$ cat src/rtl/id_ex_stage.sv
// rtl/id_ex_stage.sv - ID/EX pipeline register with ALU decode and load-use hazard detection
module id_ex_stage #(
    parameter int XLEN = 32,
    parameter int RA_W = 5
) (
    input  logic            clk,
    input  logic            rst_n,
    input  logic            id_valid,
    input  logic [6:0]      id_opcode,
    input  logic [2:0]      id_funct3,
    input  logic            id_funct7_5,
    input  logic [RA_W-1:0] id_rs1,
    input  logic [RA_W-1:0] id_rs2,
    input  logic [RA_W-1:0] id_rd,
    input  logic [XLEN-1:0] id_rs1_data,
    input  logic [XLEN-1:0] id_rs2_data,
    input  logic [XLEN-1:0] id_imm,
    input  logic [XLEN-1:0] id_pc,
    input  logic            flush,
    input  logic            hold,
    output logic            stall,
    output logic            ex_valid,
    output logic [3:0]      ex_alu_ctrl,
    output logic [XLEN-1:0] ex_a,
    output logic [XLEN-1:0] ex_b,
    output logic [XLEN-1:0] ex_store_data,
    output logic [RA_W-1:0] ex_rs1,
    output logic [RA_W-1:0] ex_rs2,
    output logic [RA_W-1:0] ex_rd,
    output logic            ex_reg_write,
    output logic            ex_mem_read,
    output logic            ex_mem_write,
    output logic            ex_branch,
    output logic            ex_branch_ne,
    output logic [XLEN-1:0] ex_pc,
    output logic            ex_illegal
);

    localparam logic [6:0] OP_R    = 7'b0110011;
    localparam logic [6:0] OP_I    = 7'b0010011;
    localparam logic [6:0] OP_LOAD = 7'b0000011;
    localparam logic [6:0] OP_STORE= 7'b0100011;
    localparam logic [6:0] OP_BR   = 7'b1100011;

    localparam logic [3:0] ALU_AND = 4'b0000;
    localparam logic [3:0] ALU_OR  = 4'b0001;
    localparam logic [3:0] ALU_ADD = 4'b0010;
    localparam logic [3:0] ALU_SLL = 4'b0011;
    localparam logic [3:0] ALU_SRL = 4'b0100;
    localparam logic [3:0] ALU_SRA = 4'b0101;
    localparam logic [3:0] ALU_SUB = 4'b0110;

    logic       dec_legal;
    logic [3:0] dec_alu;
    logic       dec_use_imm;
    logic       dec_reg_write;
    logic       dec_mem_read;
    logic       dec_mem_write;
    logic       dec_branch;
    logic       dec_use_rs2;
    logic       hazard;

    always_comb begin
        dec_legal     = 1'b0;
        dec_alu       = ALU_ADD;
        dec_use_imm   = 1'b0;
        dec_reg_write = 1'b0;
        dec_mem_read  = 1'b0;
        dec_mem_write = 1'b0;
        dec_branch    = 1'b0;
        dec_use_rs2   = 1'b0;
        case (id_opcode)
            OP_R: begin
                dec_legal     = 1'b1;
                dec_reg_write = 1'b1;
                dec_use_rs2   = 1'b1;
                case (id_funct3)
                    3'b000: dec_alu = id_funct7_5 ? ALU_SUB : ALU_ADD;
                    3'b111: dec_alu = ALU_AND;
                    3'b110: dec_alu = ALU_OR;
                    3'b001: dec_alu = ALU_SLL;
                    3'b101: dec_alu = id_funct7_5 ? ALU_SRA : ALU_SRL;
                    default: dec_legal = 1'b0;
                endcase
            end
            OP_I: begin
                dec_legal     = 1'b1;
                dec_reg_write = 1'b1;
                dec_use_imm   = 1'b1;
                case (id_funct3)
                    3'b000: dec_alu = ALU_ADD;
                    3'b110: dec_alu = ALU_OR;
                    3'b111: dec_alu = ALU_AND;
                    default: dec_legal = 1'b0;
                endcase
            end
            OP_LOAD: begin
                dec_legal     = (id_funct3 == 3'b010);
                dec_use_imm   = 1'b1;
                dec_reg_write = 1'b1;
                dec_mem_read  = 1'b1;
            end
            OP_STORE: begin
                dec_legal     = (id_funct3 == 3'b010);
                dec_use_imm   = 1'b1;
                dec_mem_write = 1'b1;
                dec_use_rs2   = 1'b1;
            end
            OP_BR: begin
                dec_legal   = (id_funct3[2:1] == 2'b00);
                dec_alu     = ALU_SUB;
                dec_branch  = 1'b1;
                dec_use_rs2 = 1'b1;
            end
            default: dec_legal = 1'b0;
        endcase
    end

    // Unsupported encodings use no sources, so they never trigger a stall.
    assign hazard = ex_valid && ex_mem_read && (ex_rd != '0) && id_valid && dec_legal &&
                    ((id_rs1 == ex_rd) || (dec_use_rs2 && (id_rs2 == ex_rd)));

    assign stall = (hazard || hold) && !flush;

    always_ff @(posedge clk) begin
        if (!rst_n || flush || (!hold && (hazard || !id_valid || !dec_legal))) begin
            ex_valid      <= 1'b0;
            ex_alu_ctrl   <= '0;
            ex_a          <= '0;
            ex_b          <= '0;
            ex_store_data <= '0;
            ex_rs1        <= '0;
            ex_rs2        <= '0;
            ex_rd         <= '0;
            ex_reg_write  <= 1'b0;
            ex_mem_read   <= 1'b0;
            ex_mem_write  <= 1'b0;
            ex_branch     <= 1'b0;
            ex_branch_ne  <= 1'b0;
            ex_pc         <= '0;
            // Only a real, unstalled ID instruction with a bad encoding marks the slot.
            ex_illegal    <= rst_n && !flush && !hazard && id_valid && !dec_legal;
        end else if (!hold) begin
            ex_valid      <= 1'b1;
            ex_alu_ctrl   <= dec_alu;
            ex_a          <= id_rs1_data;
            ex_b          <= dec_use_imm ? id_imm : id_rs2_data;
            ex_store_data <= id_rs2_data;
            ex_rs1        <= id_rs1;
            ex_rs2        <= id_rs2;
            ex_rd         <= id_rd;
            ex_reg_write  <= dec_reg_write && (id_rd != '0);
            ex_mem_read   <= dec_mem_read;
            ex_mem_write  <= dec_mem_write;
            ex_branch     <= dec_branch;
            ex_branch_ne  <= dec_branch && id_funct3[0];
            ex_pc         <= id_pc;
            ex_illegal    <= 1'b0;
        end
    end

endmodule

$ cat config.mk
export PLATFORM = sky130hd
export DESIGN_NAME = id_ex_stage
export DESIGN_NICKNAME = d
export VERILOG_FILES = /design/src/rtl/id_ex_stage.sv
export SDC_FILE = /design/constraint.sdc
export NUM_CORES = 1
export LEC_CHECK = 0
export CAP_MARGIN = 20
export CORE_AREA = 2 2 124 126
export CTS_BUF_LIST = sky130_fd_sc_hd__clkbuf_4
export DETAILED_ROUTE_END_ITERATION = 8
export DIE_AREA = 0 0 126 128
export HOLD_SLACK_MARGIN = 0.08
export PLACE_DENSITY = 0.87
export SYNTH_ARGS = -nofsm -noshare
export SYNTH_HDL_FRONTEND = slang
export SYNTH_SLANG_ARGS = --single-unit
$ cat constraint.sdc
create_clock -name clk -period 4 [get_ports clk]
set_input_delay 0.4 -clock clk [delete_from_list [all_inputs] [get_ports clk]]
set_output_delay 0.4 -clock clk [all_outputs]
set_load 0.01 [all_outputs]
==> out/qor.yml <==
outcome: "complete, no violations"
setup.worst_path.class: "in -> out"
p_total_mw: 3.060
holdWs_ns: 0.4680
setup_viol: 0
slew_viol_final: 0
min_from: "id_rs1_data[19]"
initial_core_util_pct: 44.94
critPathMaxFanout: 8
hold_viol: 0
syn_nets: 784
io_pins: 314
clock-sinks: 153
yosys-mux-area-fraction_pct: 21.58
syn_inst: 625
r2r_cells: 6
clk_latency_ns: 0.53
rsz0062_at_grt: "no"
worstReg2RegStart: "ex_rd[0]$_SDFFE_PP0N_"
drc: 0
p_leak_nw: 3.961
power.density_nw_per_um2: 303.2
grt_overflow: 0
dieHeight_um: 128
synth_xor_area_share_pct: 1.442
port_buffers: 312
arrival_ns: 2.73
synth_top_family_by_area: "multiplexers"
worstHoldEndpoint: "ex_a[19]$_SDFFE_PP0N_"
ir_drop_mv: 0.1910
multi_input_area_um2: 3274
synth_cell_types: 41
routed-via-count: 5432
worst_pin_slew_ns: 0.9798
required_ns: 3.60
finalCriticalPeriod_ns: 3.126
startpoint_type: "input port"
yosys.area_share.simple_pct: 21.30
layout-drive-gt1-share_pct: 13.16
wl_per_cell_um: 16.26
fillers: 1174
dp_hpwl_um: 13330
holdPathStages: 3
grt_start_max_net_pins: 99
final_nets: 1073
die-width_um: 126
drt_iter0_markers: 214
die_area_um2: 16130
htree_levels: 4
synth-compound-area-share_pct: 4.608
dr.pass1.iters: 4
clk_pin_slew_ns: 0.13
cts-buffers-inserted: 17
design.core.area_um2: 14860
drv_cap: 0
rows: 45
grt_pass1_wl_um: 27640
ff_latch_area_um2: 3073
avgSynthCellArea_um2: 10.69
synth_fa_ha_area_share_pct: 0
final_common_cell: "clkdlybuf4s50_1"
clockBufferDepth: 2
via_per_inst: 4.867
gp_congestion: 0.7660
ys_ff_latch: 153
yosysWarnings: 0
layout_common_cells: "clkdlybuf4s50_1 (311), dfxtp_1 (152), mux2i_1 (144), nor2_1 (105), nor2_4 (70)"
post_cts_resized: 0
grt_use_total_pct: 21.73
reg2reg_to: "ex_store_data[15]$_SDFFE_PP0N_"
postCtsHoldBufs: 0
cts_tree: "done"
wl_um: 18150
worstSetupEndpointType: "output port"
antenna_left: 0
max_freq_mhz: 319.9
yosysSeqAreaShare_pct: 46.00
antenna_found_initial: 1
grt_pass1_vias: 5425
hold_path.class: "in -> reg"
period_share_pct: 78.15
syn2layout_area_growth_pct: 51.10
cts_root_buf: "clkbuf_4"
final_core_util_pct: 67.90
setup_tns_ns: 0
fin_skew_ns: 0.01533
r2r_slack_ns: 1.72
cts_setup_buffers: 0
netlist_area_um2: 6680
relSlewSlack_pct: 34.68
cell usage after synthesis, drive strengths merged:
master,number,area (µm²)
buf,18,219.0
nand3b,1,7.510
o31a,2,17.52
xor2,9,78.83
o32a,1,10.01
nor2,185,1245
nand2b,3,18.77
or4b,2,23.77
or4,2,15.01
edfxtp,1,30.03
nand4bb,1,11.26
nand4,1,6.260
a2111oi,1,8.760
a211oi,1,7.510
nand2,3,11.26
o21ai,1,5.000
clkbuf,29,108.9
nand3,2,10.01
dfxtp,152,3043
inv,2,7.510
conb,1,3.750
or2,1,6.260
o2111ai,1,8.760
nor4,2,12.51
nor3b,2,15.01
a21oi,45,225.2
xnor2,2,17.52
a2bb2oi,1,8.760
nor2b,1,6.260
a211o,1,8.760
o31ai,1,7.510
mux2i,144,1441
nand4b,1,8.760
nor3,5,25.02
kinds of logic (layout without fill, tap and decap cells):
kind of cell              count (synthesis)  count (layout)
AOI/OAI and AO/OA                        55              55
buffers and inverters                    49             351
other                                     1               2
muxes                                   144             144
and+or+nand+nor                         212             212
DFF                                     153             153
xor gates and xnor gates                 11              11
registers in the layout, summed over array words and instances, names as in the netlist, 3 cells and up:
| name | cells |
|---|---|
| ex_b | 32 |
| ex_a | 32 |
| ex_rs2 | 5 |
| ex_pc | 32 |
| ex_rd | 5 |
| ex_store_data | 32 |
| ex_rs1 | 5 |
| ex_alu_ctrl | 3 |
per-layer routing:
metal	vias to the layer above	share of wire (%)	routed length (µm)	GRT usage, %
met5	-	0	0	0
met3	24	9.3	1686	8.765
met1	2497	39	7062	23.54
met4	0	2.0	363	7.304
li1	2692	-	-	-
met2	219	50	9038	38.65
worst max-delay path by stage:
stage / from / slack (ns) / endpoint / depth (start not counted)
floorplan: id_opcode[2] / 1.76 / ex_pc[0]$_SDFFE_PP0N_ / 9
global placement: id_opcode[0] / 0.90 / stall / 8
detailed placement: id_opcode[4] / 0.89 / stall / 8
CTS: id_opcode[4] / 0.88 / stall / 8
global route: id_opcode[4] / 0.79 / stall / 8
finish: id_opcode[4] / 0.87 / stall / 8
critical path: stages:
cell,delay [ns]
clkdlybuf4s50_1,0.61
nand2b_1,0.15
a2bb2oi_1,0.15
o32a_1,0.21
o31ai_1,0.34
a21oi_1,0.12
nor2_1,0.14
clkdlybuf4s50_1,0.61
layout make-up:
| type | count | share of cell area [%] |
|---|---|---|
| Antenna cell | 1 | 0.02479 |
| Multi-Input combinational cell | 423 | 32.44 |
| Sequential cell | 153 | 30.45 |
| Clock buffer | 20 | 1.488 |
| Timing Repair Buffer | 317 | 31.72 |
| Inverter | 2 | 0.07438 |
| Clock inverter | 12 | 1.475 |
| Tap cell | 188 | 2.330 |
stage by stage:
| step | std cells | setup WS (ns) | instance area (µm²) |
|---|---|---|---|
| 2_1_floorplan | 625 | 1.765 | 6680 |
| 5_1_grt | 1116 | 0.7950 | 10090 |
| 3_5_place_dp | 1083 | 0.8925 | 9792 |
| 3_3_place_gp | 1083 | 0.9025 | 9792 |
| 6_report | 1116 | 0.8739 | 10090 |
| 4_1_cts | 1115 | 0.8778 | 10090 |
where the power goes:
| group | leakage [nW] | switching [mW] | internal [mW] |
|---|---|---|---|
| clock network | 0.157 | 0.545 | 0.453 |
| logic | 2.56 | 0.215 | 0.279 |
| registers | 1.24 | 0.0151 | 1.55 |
(Power assumes the default switching activity.)
